--- config.mk ---
export PLATFORM = sky130hd
export DESIGN_NAME = pipe_ctrl_flat
export DESIGN_NICKNAME = d
export VERILOG_FILES = /design/src/rtl/pipe_ctrl_if.sv /design/src/rtl/pipe_ctrl.sv /design/src/flat_wrapper.sv
export SDC_FILE = /design/constraint.sdc
export NUM_CORES = 1
export LEC_CHECK = 0
export BUFFER_PORTS_ARGS = -buffer_cell sky130_fd_sc_hd__buf_2
export CORE_MARGIN = 2
export CORE_UTILIZATION = 40
export DETAILED_ROUTE_END_ITERATION = 12
export GPL_ROUTABILITY_DRIVEN = 0
export PLACE_DENSITY = 0.61
export SLEW_MARGIN = 20
export SYNTH_ARGS = -nofsm -noshare
export SYNTH_HDL_FRONTEND = slang
export SYNTH_SLANG_ARGS = --single-unit
--- constraint.sdc ---
create_clock -name clk_i -period 2.71 [get_ports clk_i]
set_clock_uncertainty 0.05 [all_clocks]
set_input_delay 0.1355 -clock clk_i [delete_from_list [all_inputs] [get_ports clk_i]]
set_output_delay 0.1355 -clock clk_i [all_outputs]
set_load 0.1 [all_outputs]
--- src/rtl/pipe_ctrl_if.sv ---
// Pipeline-control bundle: hazard/stall requests from id/exe/mem and the
// stall, flush and performance outputs returned by the controller.
interface pipe_ctrl_if #(
  parameter int CNT_WIDTH = 32
);
  logic                 rs1_re_i;
  logic [4:0]           rs1_raddr_i;
  logic                 rs2_re_i;
  logic [4:0]           rs2_raddr_i;
  logic                 inst_is_load_i;
  logic [4:0]           rd_i;
  logic                 stallreq_exe_i;
  logic                 stallreq_mem_i;
  logic                 jump_flag_i;
  logic [5:0]           stall_o;
  logic                 flush_jump_o;
  logic                 state_o;
  logic [CNT_WIDTH-1:0] stall_cnt_o;
  logic [CNT_WIDTH-1:0] bubble_cnt_o;
  logic [CNT_WIDTH-1:0] flush_cnt_o;
  logic                 wdog_o;

  modport master (
    output rs1_re_i, rs1_raddr_i, rs2_re_i, rs2_raddr_i,
    output inst_is_load_i, rd_i, stallreq_exe_i, stallreq_mem_i, jump_flag_i,
    input  stall_o, flush_jump_o, state_o,
    input  stall_cnt_o, bubble_cnt_o, flush_cnt_o, wdog_o
  );

  modport slave (
    input  rs1_re_i, rs1_raddr_i, rs2_re_i, rs2_raddr_i,
    input  inst_is_load_i, rd_i, stallreq_exe_i, stallreq_mem_i, jump_flag_i,
    output stall_o, flush_jump_o, state_o,
    output stall_cnt_o, bubble_cnt_o, flush_cnt_o, wdog_o
  );
endinterface

--- src/rtl/pipe_ctrl.sv ---
// Central pipeline controller: stall priority, multi-cycle jump flush,
// stall watchdog and saturating performance counters.
module pipe_ctrl #(
  parameter int FLUSH_LEN  = 2,
  parameter int CNT_WIDTH  = 32,
  parameter int WDOG_LIMIT = 256
) (
  input  logic          clk_i,
  input  logic          rst_i,
  pipe_ctrl_if.slave    bus
);

  localparam int FW = (FLUSH_LEN > 1) ? $clog2(FLUSH_LEN) : 1;
  localparam int RW = $clog2(WDOG_LIMIT + 1);
  localparam logic [FW-1:0] FLUSH_INIT = FW'(FLUSH_LEN - 1);
  localparam logic [RW-1:0] RUN_MAX    = RW'(WDOG_LIMIT);
  localparam logic [RW-1:0] RUN_TRIP   = RW'(WDOG_LIMIT - 1);

  typedef enum logic {
    ST_RUN   = 1'b0,
    ST_FLUSH = 1'b1
  } state_t;

  state_t        state_reg, state_next;
  logic [FW-1:0] cnt_reg, cnt_next;
  logic [RW-1:0] run_reg, run_next;
  logic          wdog_reg, wdog_next;

  logic       load_use;
  logic       frozen;
  logic [5:0] stall;
  logic       flush;
  logic [2:0] cnt_inc;

  assign load_use = bus.inst_is_load_i && (bus.rd_i != 5'd0) &&
                    ((bus.rs1_re_i && (bus.rs1_raddr_i == bus.rd_i)) ||
                     (bus.rs2_re_i && (bus.rs2_raddr_i == bus.rd_i)));

  assign frozen = bus.stallreq_mem_i || bus.stallreq_exe_i;

  // Output priority; the jump/flush case outranks load-use because the
  // instruction that would have caused the bubble is being killed anyway.
  always_comb begin
    stall   = 6'b000000;
    flush   = 1'b0;
    cnt_inc = 3'b000;
    if (bus.stallreq_mem_i) begin
      stall = 6'b011111;
    end else if (bus.stallreq_exe_i) begin
      stall = 6'b001111;
    end else if (bus.jump_flag_i || (state_reg == ST_FLUSH)) begin
      flush = 1'b1;
    end else if (load_use) begin
      stall = 6'b000111;
    end
    cnt_inc[0] = stall[0];
    cnt_inc[1] = !frozen && !flush && load_use;
    cnt_inc[2] = !frozen && bus.jump_flag_i;
  end

  always_ff @(posedge clk_i) begin
    if (rst_i) begin
      state_reg <= ST_RUN;
      cnt_reg   <= '0;
    end else begin
      state_reg <= state_next;
      cnt_reg   <= cnt_next;
    end
  end

  // Flush sequencer: a frozen cycle neither counts down nor accepts a jump.
  always_comb begin
    state_next = state_reg;
    cnt_next   = cnt_reg;
    case (state_reg)
      ST_RUN: begin
        if (!frozen && bus.jump_flag_i && (FLUSH_LEN > 1)) begin
          state_next = ST_FLUSH;
          cnt_next   = FLUSH_INIT;
        end
      end
      ST_FLUSH: begin
        if (!frozen) begin
          if (bus.jump_flag_i) begin
            cnt_next = FLUSH_INIT;
          end else if (cnt_reg == FW'(1)) begin
            cnt_next   = '0;
            state_next = ST_RUN;
          end else begin
            cnt_next = cnt_reg - 1'b1;
          end
        end
      end
      default: begin
        state_next = ST_RUN;
        cnt_next   = '0;
      end
    endcase
  end

  // Watchdog: consecutive pc-stall run length, trip is sticky until reset.
  always_comb begin
    run_next  = run_reg;
    wdog_next = wdog_reg;
    if (stall[0]) begin
      if (run_reg != RUN_MAX) begin
        run_next = run_reg + 1'b1;
      end
      if (run_reg >= RUN_TRIP) begin
        wdog_next = 1'b1;
      end
    end else begin
      run_next = '0;
    end
  end

  always_ff @(posedge clk_i) begin
    if (rst_i) begin
      run_reg  <= '0;
      wdog_reg <= 1'b0;
    end else begin
      run_reg  <= run_next;
      wdog_reg <= wdog_next;
    end
  end

  logic [3*CNT_WIDTH-1:0] perf_flat;

  genvar gi;
  generate
    for (gi = 0; gi < 3; gi++) begin : g_perf
      logic [CNT_WIDTH-1:0] perf_reg;
      always_ff @(posedge clk_i) begin
        if (rst_i) begin
          perf_reg <= '0;
        end else if (cnt_inc[gi] && (perf_reg != {CNT_WIDTH{1'b1}})) begin
          perf_reg <= perf_reg + 1'b1;
        end
      end
      assign perf_flat[gi*CNT_WIDTH +: CNT_WIDTH] = perf_reg;
    end
  endgenerate

  assign bus.stall_o      = stall;
  assign bus.flush_jump_o = flush;
  assign bus.state_o      = (state_reg == ST_FLUSH);
  assign bus.stall_cnt_o  = perf_flat[0*CNT_WIDTH +: CNT_WIDTH];
  assign bus.bubble_cnt_o = perf_flat[1*CNT_WIDTH +: CNT_WIDTH];
  assign bus.flush_cnt_o  = perf_flat[2*CNT_WIDTH +: CNT_WIDTH];
  assign bus.wdog_o       = wdog_reg;

endmodule

--- src/flat_wrapper.sv ---
// flat-port wrapper written by rule: the top's interface ports become plain ports
module pipe_ctrl_flat 
#(
  parameter int FLUSH_LEN  = 2,
  parameter int CNT_WIDTH  = 32,
  parameter int WDOG_LIMIT = 256
)
  (clk_i, rst_i, bus_rs1_re_i, bus_rs1_raddr_i, bus_rs2_re_i, bus_rs2_raddr_i, bus_inst_is_load_i, bus_rd_i, bus_stallreq_exe_i, bus_stallreq_mem_i, bus_jump_flag_i, bus_stall_o, bus_flush_jump_o, bus_state_o, bus_stall_cnt_o, bus_bubble_cnt_o, bus_flush_cnt_o, bus_wdog_o);
  pipe_ctrl_if #(.CNT_WIDTH(CNT_WIDTH)) bus_i ();
  input  logic clk_i;
  input  logic rst_i;
  input wire logic [$bits(bus_i.rs1_re_i)-1:0] bus_rs1_re_i;
  input wire logic [$bits(bus_i.rs1_raddr_i)-1:0] bus_rs1_raddr_i;
  input wire logic [$bits(bus_i.rs2_re_i)-1:0] bus_rs2_re_i;
  input wire logic [$bits(bus_i.rs2_raddr_i)-1:0] bus_rs2_raddr_i;
  input wire logic [$bits(bus_i.inst_is_load_i)-1:0] bus_inst_is_load_i;
  input wire logic [$bits(bus_i.rd_i)-1:0] bus_rd_i;
  input wire logic [$bits(bus_i.stallreq_exe_i)-1:0] bus_stallreq_exe_i;
  input wire logic [$bits(bus_i.stallreq_mem_i)-1:0] bus_stallreq_mem_i;
  input wire logic [$bits(bus_i.jump_flag_i)-1:0] bus_jump_flag_i;
  output wire logic [$bits(bus_i.stall_o)-1:0] bus_stall_o;
  output wire logic [$bits(bus_i.flush_jump_o)-1:0] bus_flush_jump_o;
  output wire logic [$bits(bus_i.state_o)-1:0] bus_state_o;
  output wire logic [$bits(bus_i.stall_cnt_o)-1:0] bus_stall_cnt_o;
  output wire logic [$bits(bus_i.bubble_cnt_o)-1:0] bus_bubble_cnt_o;
  output wire logic [$bits(bus_i.flush_cnt_o)-1:0] bus_flush_cnt_o;
  output wire logic [$bits(bus_i.wdog_o)-1:0] bus_wdog_o;
  assign bus_i.rs1_re_i = bus_rs1_re_i;
  assign bus_i.rs1_raddr_i = bus_rs1_raddr_i;
  assign bus_i.rs2_re_i = bus_rs2_re_i;
  assign bus_i.rs2_raddr_i = bus_rs2_raddr_i;
  assign bus_i.inst_is_load_i = bus_inst_is_load_i;
  assign bus_i.rd_i = bus_rd_i;
  assign bus_i.stallreq_exe_i = bus_stallreq_exe_i;
  assign bus_i.stallreq_mem_i = bus_stallreq_mem_i;
  assign bus_i.jump_flag_i = bus_jump_flag_i;
  assign bus_stall_o = bus_i.stall_o;
  assign bus_flush_jump_o = bus_i.flush_jump_o;
  assign bus_state_o = bus_i.state_o;
  assign bus_stall_cnt_o = bus_i.stall_cnt_o;
  assign bus_bubble_cnt_o = bus_i.bubble_cnt_o;
  assign bus_flush_cnt_o = bus_i.flush_cnt_o;
  assign bus_wdog_o = bus_i.wdog_o;
  pipe_ctrl #(.FLUSH_LEN(FLUSH_LEN), .CNT_WIDTH(CNT_WIDTH), .WDOG_LIMIT(WDOG_LIMIT)) u_core (.clk_i(clk_i), .rst_i(rst_i), .bus(bus_i));
endmodule
=== After elaboration in Yosys (flattened, before gate mapping) ===
Index checks and enable logic that the tools add are counted.
W data, S select, Z words.

* Register bits after elaboration: 108
* Output and inout bits: 105
* Input bits: 23
* Word-level logic and storage cells: 59

* Bitwise gates (word level): 2
* Reduce and logical (&&, ||, !) cells: 19
* Magnitude comparators: 1
* $add $sub $neg: 5
* Eq/ne operators: 8
* Mux-type cells: 17

{| class="wikitable"
|+ Operator list
! kind !! count
|-
| $add A32 B1 Y32 const B || 3
|-
| $ne A32 B32 Y1 const B || 3
|-
| $mux W6 || 3
|-
| $mux W1 || 11
|-
| $eq A5 B5 Y1 || 2
|-
| $logic_and A1 B1 Y1 || 10
|-
| $add A9 B1 Y9 const B || 1
|-
| $ge A9 B8 Y1 const B || 1
|-
| $ne A9 B9 Y1 const B || 1
|-
| $reduce_bool A5 Y1 || 1
|-
| $pmux W1 S2 || 2
|-
| $reduce_and A2 Y1 || 2
|-
| $logic_or A1 B1 Y1 || 3
|-
| $mux W3 || 1
|-
| $logic_not A1 Y1 || 2
|-
| $ne A2 B1 Y1 const B || 1
|-
| $ne A2 B2 Y1 const B || 1
|-
| $not A1 Y1 || 2
|-
| $reduce_or A2 Y1 || 1
|-
| $sub A1 B1 Y1 const B || 1
|}

=== Depth between registers and ports, before layout ===
Gate-level depths: netlist of run 1.

* Depth in word-level cells: 10
* Depth in mapped cells: 10
* Mapped depth without buffers: 8

=== Least setup slack after synthesis of run 1 ===
Ideal clock, no wire load.

* Path type: register to register
* Start point: register u_core.g_perf[0].perf_reg[0] (netlist: u_core.bus.stall_cnt_o[0])
* End point: register u_core.g_perf[0].perf_reg[15] (netlist: u_core.bus.stall_cnt_o[15])
* Path buffers: 1
* Setup time: 0.128 ns
* Required time: 2.532 ns
* Clock period less this slack: 2.977 ns
* Arrival: 2.799 ns
* Setup slack: -0.267 ns
* Stages on the path, launching flop included: 10
* Path through: dfxtp_1 ha_1 and4_1 nand4_1 o32a_1 and2_1 clkbuf_1 and4_1 xnor2_1 nor2_1

* Word-level cells in the longest chain between the ends: 2
* Elaborated cells between the ends (all ways): 3
* Classes of those cells: add/sub: 1; eq/ne: 1; reduce/logical: 1

{| class="wikitable"
|+ RTL lines
! item !! line !! text
|-
| from (decl) || pipe_ctrl.sv:132 || <nowiki>logic [CNT_WIDTH-1:0] perf_reg;</nowiki>
|-
| from (signal assigned) || pipe_ctrl.sv:137 || <nowiki>perf_reg <= perf_reg + 1'b1;</nowiki>
|-
| parallel branches: the longest is 2 deep, another holds $add A32 B1 Y32 || - ||
|}

Several ways; the timed one is not identified.
A chain may end at the register's enable or synchronous reset.

=== Worst setup path after layout of run 1 ===
* Start point: register u_core.g_perf[0].perf_reg[0] (netlist: u_core.bus.stall_cnt_o[0])
* End point: register u_core.g_perf[0].perf_reg[28] (netlist: u_core.bus.stall_cnt_o[28])

Same word-level chain as after synthesis.

==> results of run 1 <==
[metrics by stage]
stage	area (um2)	total power, mW	worst slack (ps)	hold WS (ps)	instances
2_1_floorplan	5390	1.83	2.35	252	647
3_3_place_gp	6130	1.88	418	398	925
3_5_place_dp	6130	1.88	370	408	925
4_1_cts	6420	3.17	339	49.4	941
5_1_grt	6420	3.25	183	76.6	941
6_report	6420	3.13	355	57.1	941
[per-layer routing]
metal | GRT usage [%] | part of all wire (%) | up-vias
li1 | - | - | 2431
met1 | 23.3 | 45 | 2273
met2 | 30.5 | 48 | 103
met3 | 3.47 | 4.3 | 20
met4 | 8.09 | 2.1 | 2
met5 | 0 | 0.10 | -
[final cells by class]
type                            count  area, um2  area share (%)
Clock buffer                       13        270            4.21
Clock inverter                      3       20.0           0.312
Multi-Input combinational cell    491       2970            46.2
Tap cell                          176        220            3.43
Sequential cell                   108       2200            34.3
Timing Repair Buffer              132        676            10.5
Inverter                           18       67.6            1.05
[worst min-delay path by stage]
stage	end	slack [ps]	cells after the start
finish	u_core.cnt_reg$_SDFFE_PP0P_	60	3
global route	u_core.cnt_reg$_SDFFE_PP0P_	80	3
CTS	u_core.cnt_reg$_SDFFE_PP0P_	50	3
detailed placement	u_core.bus.wdog_o$_SDFFE_PP0P_	410	2
global placement	u_core.bus.wdog_o$_SDFFE_PP0P_	400	2
floorplan	u_core.cnt_reg$_SDFFE_PP0P_	250	2
[worst reg2reg max path, cell delays in order (launching register included)]
cell and delay [ps]:
dfxtp_2 370, ha_1 220, and4_1 260, nand4_1 230, o32a_1 420, nand2_1 70, buf_4 240, or3_1 160
xor2_1 160, nor2_1 50
[kinds of logic after synthesis]
group / after synthesis
AO/OA/AOI/OAI: 33
XOR/XNOR: 98
adder cells (fa/ha/maj): 6
buffers and inverters: 48
flip-flops: 108
multiplexers: 4
other: 1
AND/OR/NAND/NOR: 349
[cells in the mapped netlist, types with 4 or more instances]
library cell / number / area [um2]
dfxtp_1: 108 / 2160
nor4_1: 17 / 106
nand3_1: 42 / 210
nand4_1: 25 / 156
inv_1: 18 / 67.6
clkbuf_1: 21 / 78.8
or3_1: 9 / 56.3
and3_1: 15 / 93.8
a21oi_1: 16 / 80.1
nor3_1: 28 / 140
o21ai_0: 7 / 35.0
xor2_1: 16 / 140
nand2_1: 47 / 176
ha_1: 6 / 75.1
and4_1: 11 / 96.3
xnor2_1: 82 / 718
nor2_1: 122 / 458
and2_1: 4 / 25.0
nor3_2: 8 / 80.1
buf_4: 4 / 30.0
[power breakdown]
part / internal [mW] / switching (mW) / total (mW)
registers: 1.60 / 0.0131 / 1.61
clock network: 0.698 / 0.587 / 1.29
logic: 0.0571 / 0.177 / 0.234
==> flow_summary.yaml, run 1 <==
floorplanning:
  pin_count: 128
  start_util_pct: 40.7
  die-area_um2: 14300
  die-width_um: 120
  fp-row-count: 42
  coreArea_um2: 13100
  die_h_um: 120
timing:
  rsz0062_at_grt: "no"
  tightest_slew_ps: 622
  fin_tns_setup_ps: 0
  fmax_mhz: 425
  slew_violations: 0
  post-route-period-util_pct: 86.9
  min_period_ps: 2360
  setup_violations: 0
  hold_viol: 0
  relSlewSlack_pct: 58.5
setup_path:
  required_ps: 2890
  critPathLaunchType: "flip-flop"
  path_buf_inv: 1
  endpoint_kind: "flip-flop"
  worst_r2r_endpoint: "u_core.bus.stall_cnt_o[28]$_SDFFE_PP0P_"
  r2r_start: "u_core.bus.stall_cnt_o[0]$_SDFFE_PP0P_"
  crit_type: "flip-flop to flip-flop"
  r2r_cells: 9
  path_cells: "ha_1, and4_1, nand4_1, o32a_1, nand2_1, buf_4, or3_1, xor2_1, nor2_1"
  cpLargestDelayFamily: "simple AND/OR/NAND/NOR gates"
  crit_fanout: 22
  cp_slowest_cell: "o32a_1"
  cpPeakStageDelay_ps: 420
  cp.arrival_ps: 2540
  path_depth: 9
  startpoint: "u_core.bus.stall_cnt_o[0]$_SDFFE_PP0P_"
  rrSetupSlack_ps: 350
  cp-endpoint: "u_core.bus.stall_cnt_o[28]$_SDFFE_PP0P_"
logic_synthesis:
  synth_fp_nets: 676
  synth_compound_area_share_pct: 3.74
  synthAdderAreaFrac_pct: 1.40
  ys_async_sr_fraction_pct: 0
  synthSimpleGateAreaFrac_pct: 33.4
  synthCells: 647
  synth_area_um2: 5350
  synthMuxAreaShare_pct: 0.819
  synth-edff-count: 0
  synth_flop_cell: "dfxtp_1"
  synth_top_family_by_area: "simple AND/OR/NAND/NOR gates"
  ys_types: 46
  yosys_warnings: 0
  synth_seq_cells: 108
  yosysSeqAreaShare_pct: 40.4
  syn_area_per_cell_um2: 8.27
  synth_xor_xnor_area_share_pct: 16.1
route:
  wl_per_cell_um: 13.7
  drt_wl_total_um: 12900
  vias: 4829
  firstDrtPassIters: 4
  drc: 0
  vias_per_cell: 5.13
  postRouteAntennaNets: 0
  drt-initial-drc-count: 228
global_route:
  grt_usage_pct: 18.4
  grt_overflow_total: 0
  grt_max_degree: 34
  grt_pass1_wl_um: 21400
  antenna_found_initial: 1
  grt_pass1_vias: 4426
final_layout:
  antenna_cells: 0
  utilization_pct: 48.9
  final_common_cell: "buf_2"
  layout_common_cells: "buf_2, nor2_1, xnor2_1, dfxtp_1, nand2_1"
  layout-drive-gt1-share_pct: 26.3
  area_delta_synth_final_pct: 20.1
  fill_cells: 1293
  nNetsFinal: 789
placed_design:
  port_buffers: 126
  dpl.hpwl_um: 9630
flow_run:
  cap_violations: 0
power:
  vdd_ir_drop_max_uv: 239
  cellLeakagePower_nw: 2.43
  pwr_density_cell_nw_per_um2: 487
cts:
  cts_max_level: 3
  cts_sinks: 108
  post_cts_buffers: 0
  cts_buffers: 9
  clock_latency_ps: 360
  post_cts_resized: 0
  path_clk_slew_ps: 70
  cts_tree: "done"
  root_buffer: "clkbuf_16"
  ctsLongestPathBuffers: 2
  hold_buffers: 0
min_path:
  hold_start: "bus_jump_flag_i"
  hp-class: "input pin to flip-flop"
outcome:
  status: "finished clean"
No activity file was read; power rests on OpenSTA's default activity.
==> inputs of run 2 (changes only) <==
--- a/config.mk
+++ b/config.mk
@@ -6,10 +6,12 @@
 export NUM_CORES = 1
 export LEC_CHECK = 0
 export BUFFER_PORTS_ARGS = -buffer_cell sky130_fd_sc_hd__buf_2
+export CORE_ASPECT_RATIO = 0.5
 export CORE_MARGIN = 2
 export CORE_UTILIZATION = 40
 export DETAILED_ROUTE_END_ITERATION = 12
 export GPL_ROUTABILITY_DRIVEN = 0
+export MAX_ROUTING_LAYER = met4
 export PLACE_DENSITY = 0.61
 export SLEW_MARGIN = 20
 export SYNTH_ARGS = -nofsm -noshare
==> run 2 against run 1 <==
  * The run now ends with DRC left
  * Die area rose by 0.39%
  * Flip-flop and latch count unchanged
  * Hold slack got worse by 9.0 ps
  * Sequential power hardly changed
  * Sequential share of layout area fell by 0.34 points
  * Power rose by 6.7%
  * Global-route usage shrank 0.24 points
  * Combinational power about the same
  * Clock power rose by 16%
  * Critical path type unchanged
  * Largest cell class unchanged
==> flow_summary.yaml, run 2 (synthesized netlist as in run 1, its figures left out) <==
outcome:
  status: "finished, violations left"
  violations: "DRC"
setup_path:
  cp_slowest_cell: "or4b_4"
  r2r_start: "u_core.bus.bubble_cnt_o[0]$_SDFFE_PP0P_"
  worst_r2r_endpoint: "u_core.bus.bubble_cnt_o[17]$_SDFFE_PP0P_"
  r2r_cells: 7
  required_ps: 2860
  path_buf_inv: 0
  rrSetupSlack_ps: 350
  cpPeakStageDelay_ps: 630
  path_cells: "ha_1, and3_1, and4_4, or4b_4, nor4_2, xnor2_1, nor2_1"
  critPathLaunchType: "flip-flop"
  cp.arrival_ps: 2510
  cpLargestDelayFamily: "simple AND/OR/NAND/NOR gates"
  startpoint: "u_core.bus.bubble_cnt_o[0]$_SDFFE_PP0P_"
  crit_type: "flip-flop to flip-flop"
  crit_fanout: 15
  endpoint_kind: "flip-flop"
power:
  cellLeakagePower_nw: 2.46
  vdd_ir_drop_max_uv: 263
  pwr_density_cell_nw_per_um2: 514
cts:
  cts_buffers: 9
  cts_tree: "done"
  clock_latency_ps: 340
  root_buffer: "clkbuf_16"
  post_cts_buffers: 0
  cts_max_level: 3
  ctsLongestPathBuffers: 2
  path_clk_slew_ps: 70
  post_cts_resized: 0
  hold_buffers: 0
  cts_sinks: 108
route:
  drc: 5
  drt_wl_total_um: 12700
  drt-initial-drc-count: 262
  vias: 4732
  firstDrtPassIters: 8
  postRouteAntennaNets: 0
  wl_per_cell_um: 13.6
  vias_per_cell: 5.06
min_path:
  holdPathEnd: "u_core.cnt_reg$_SDFFE_PP0P_"
  hp-class: "input pin to flip-flop"
  holdPathStages: 3
  hold_start: "bus_jump_flag_i"
final_layout:
  nNetsFinal: 790
  layout-drive-gt1-share_pct: 26.3
  final_common_cell: "buf_2"
  layout_common_cells: "buf_2, nor2_1, xnor2_1, dfxtp_1, nand2_1"
  final_cells: 935
  area_delta_synth_final_pct: 21.4
  antenna_cells: 0
global_route:
  grt_overflow_total: 0
  grt_usage_pct: 18.2
  grt_pass1_vias: 4281
  grt_max_degree: 62
  antenna_found_initial: 0
  grt_pass1_wl_um: 21000
placed_design:
  dpl.hpwl_um: 9290
  port_buffers: 126
  placedCellCount: 920
  pre_cts_slack_ps: 365
timing:
  timing.final.ws_setup_ps: 347
  tightest_slew_ps: 663
  setup_violations: 0
  fmax_mhz: 423
  relSlewSlack_pct: 55.8
  slew_violations: 0
  min_period_ps: 2360
  post-route-period-util_pct: 87.2
  fin_tns_setup_ps: 0
  hold_viol: 0
  rsz0062_at_grt: "no"
floorplanning:
  die-area_um2: 14400
  start_util_pct: 41.6
  pin_count: 128
  fp-row-count: 29
  die_h_um: 85.8
  coreArea_um2: 12800
  die-width_um: 168
flow_run:
  cap_violations: 0
run 2: changes by cell type in the layout (fill, tap and decap cells not counted):
cell / delta
clkbuf_8: -2
clkinv_2: -1
buf_2: -1
bufinv_16: +3
buf_4: +1
buf_12: +1
clkinvlp_4: -1
run 2: through the flow:
stage	instance area, um2	util (%)	power (mW)	hold WS [ps]
finish	6490	50.5	3.34	48.1
global route	6490	50.5	3.47	46.1
detailed placement	6150	47.9	1.88	396
CTS	6490	50.5	3.38	34.5
floorplan	5390	-	1.83	252
global placement	6150	47.9	1.88	384
run 2: worst max-delay path by stage:
stage          depth (start not counted)                                       end
2_1_floorplan                          8   u_core.bus.stall_cnt_o[24]$_SDFFE_PP0P_
3_3_place_gp                           7  u_core.bus.bubble_cnt_o[17]$_SDFFE_PP0P_
3_5_place_dp                           7  u_core.bus.bubble_cnt_o[17]$_SDFFE_PP0P_
4_1_cts                                7  u_core.bus.bubble_cnt_o[17]$_SDFFE_PP0P_
5_1_grt                                9    u_core.bus.stall_cnt_o[3]$_SDFFE_PP0P_
6_report                               7  u_core.bus.bubble_cnt_o[17]$_SDFFE_PP0P_
run 2: final cells by class:
class,count,area [um2]
inverters,18,67.6
repair buffers,133,698
multi-input cells,491,2970
clock buffers,11,243
fillers,1271,6350
flip-flops and latches,108,2200
clock inverters,4,97.6
well taps,170,213
run 2: power by group:
group	switching, mW	internal, mW
clock	0.568	0.925
combinational	0.176	0.0595
sequential	0.0128	1.60
run 2: layer usage:
metal	up-vias	wire, um	global-route usage, %
li1	2424	-	-
met1	2226	6410	24.5
met2	80	5890	28.6
met3	2	403	3.37
met4	0	47	4.03
met5	-	0	-
run 2: tightest hold or removal path, delay by kind of cell:
kind	cells	cell delay [ps]
compound gates	1	90
simple gates	1	70
buf+inv	1	100
==> inputs of run 3 (changes only) <==
==> constraint.sdc (replaced) <==
create_clock -name clk_i -period 2.56 [get_ports clk_i]
set_clock_uncertainty 0.05 [all_clocks]
set_input_delay 0.128 -clock clk_i [delete_from_list [all_inputs] [get_ports clk_i]]
set_output_delay 0.128 -clock clk_i [all_outputs]
set_load 0.1 [all_outputs]
==> run 3 against run 2 <==
  * The run still ends with DRC left
  * Maximum frequency increased by 0.38%
  * Worst setup slack worse by 140 ps
  * Sequential power is 6% higher
  * Flip-flop and latch count did not move
==> flow_summary.yaml, run 3 (synthesized netlist as in run 1, its figures left out) <==
cts:
  root_buffer: "clkbuf_16"
  cts_tree: "done"
  hold_buffers: 0
  ctsLongestPathBuffers: 2
  cts_max_level: 3
  post_cts_resized: 0
  post_cts_buffers: 0
  path_clk_slew_ps: 80
  clock_latency_ps: 340
  cts_sinks: 108
  cts_buffers: 9
timing:
  relSlewSlack_pct: 64.6
  post-route-period-util_pct: 92.0
  hold_viol: 0
  slew_violations: 0
  fin_tns_setup_ps: 0
  rsz0062_at_grt: "no"
  fmax_mhz: 425
  timing.final.ws_setup_ps: 205
  tightest_slew_ps: 531
  min_period_ps: 2350
  setup_violations: 0
final_layout:
  layout_common_cells: "buf_2, nor2_1, xnor2_1, dfxtp_2, nand2_1"
  fill_cells: 1292
  utilization_pct: 50.6
  final_cells: 938
  antenna_cells: 0
  area_delta_synth_final_pct: 21.6
  layout-drive-gt1-share_pct: 32.8
  nNetsFinal: 793
  final_common_cell: "buf_2"
setup_path:
  required_ps: 2720
  endpoint_kind: "flip-flop"
  path_cells: "ha_1, and3_1, and4_4, or4b_4, nor4_2, xnor2_1, nor2_1"
  crit_fanout: 15
  critPathLaunchType: "flip-flop"
  cpPeakStageDelay_ps: 640
  cp_slowest_cell: "or4b_4"
  cp.arrival_ps: 2520
  crit_type: "flip-flop to flip-flop"
route:
  drt_wl_total_um: 12700
  vias_per_cell: 5.12
  vias: 4800
  drc: 4
  firstDrtPassIters: 8
  wl_per_cell_um: 13.5
  postRouteAntennaNets: 0
  drt-initial-drc-count: 242
outcome:
  status: "finished, violations left"
  violations: "DRC"
placed_design:
  pre_cts_slack_ps: 218
  port_buffers: 126
  placedCellCount: 923
  dpl.hpwl_um: 9290
power:
  cellLeakagePower_nw: 2.47
  vdd_ir_drop_max_uv: 302
  p_total_mw: 3.27
  pwr_density_cell_nw_per_um2: 503
floorplanning:
  die-width_um: 168
  die-area_um2: 14400
  coreArea_um2: 12800
  die_h_um: 85.8
  pin_count: 128
  fp-row-count: 29
  start_util_pct: 41.6
global_route:
  grtUsageMet3_pct: 3.74
  grt_usage_pct: 17.9
  grt.met2_usage_pct: 28.9
  antenna_found_initial: 0
  grt_pass1_vias: 4322
  grt_max_degree: 52
  use_met1_pct: 23.5
  grt_pass1_wl_um: 20700
  grt_overflow_total: 0
  grt.busiest_layer: "met2"
min_path:
  hp-class: "input pin to flip-flop"
flow_run:
  cap_violations: 0
[run 3: cell types whose count changed in the layout (fill, tap and decap cells not counted), sizes merged]
| cell | previous run | this run |
|---|---|---|
| inv | 18 | 20 |
| bufinv | 3 | 0 |
| buf | 133 | 136 |
| clkinv | 0 | 1 |
[run 3: critical path, delay by kind of cell (launching register included)]
kind                     cells  cell delay, ps
XOR/XNOR                     1             160
adder cells (fa/ha/maj)      1             260
flip-flops                   1             360
AND/OR/NAND/NOR              5            1410
[run 3: layout make-up]
type | count | area, um2 | share of cell area [%]
multi-input combinational | 491 | 2970 | 45.7
timing repair buffer | 136 | 708 | 10.9
sequential | 108 | 2270 | 34.9
tap | 170 | 213 | 3.27
clock inverter | 4 | 33.8 | 0.520
inverter | 18 | 67.6 | 1.04
clock buffer | 11 | 243 | 3.73
[run 3: through the flow]
step / instance area [um2] / hold slack [ps]
global route: 6500 / 59.2
global placement: 6220 / 379
CTS: 6500 / 34.8
finish: 6500 / 43.7
detailed placement: 6220 / 400
floorplan: 5460 / 244
[run 3: path summary, 6_finish.rpt]
| check | from | to | slack [ps] | cells past startpoint |
|---|---|---|---|---|
| worst max register to register | u_core.bus.bubble_cnt_o[0]$_SDFFE_PP0P_ | u_core.bus.bubble_cnt_o[17]$_SDFFE_PP0P_ | 210 | 7 |
| worst min register to register | u_core.bus.wdog_o$_SDFFE_PP0P_ | u_core.bus.wdog_o$_SDFFE_PP0P_ | 430 | 2 |
| worst max-delay path | u_core.bus.bubble_cnt_o[0]$_SDFFE_PP0P_ | u_core.bus.bubble_cnt_o[17]$_SDFFE_PP0P_ | 210 | 7 |
| worst min-delay path | bus_jump_flag_i | u_core.cnt_reg$_SDFFE_PP0P_ | 40 | 3 |
[run 3: routing by layer]
metal / part of all wire, % / vias to the layer above / wire (um)
li1: - / 2444 / -
met1: 48 / 2258 / 6100
met2: 47 / 88 / 5910
met3: 4.4 / 10 / 562
met4: 0.73 / 0 / 92
met5: 0 / - / 0
[run 3: where the power goes]
| part | total, mW | switching, mW | internal [mW] |
|---|---|---|---|
| Clock | 1.32 | 0.628 | 0.692 |
| Combinational | 0.246 | 0.184 | 0.0614 |
| Sequential | 1.70 | 0.0129 | 1.69 |
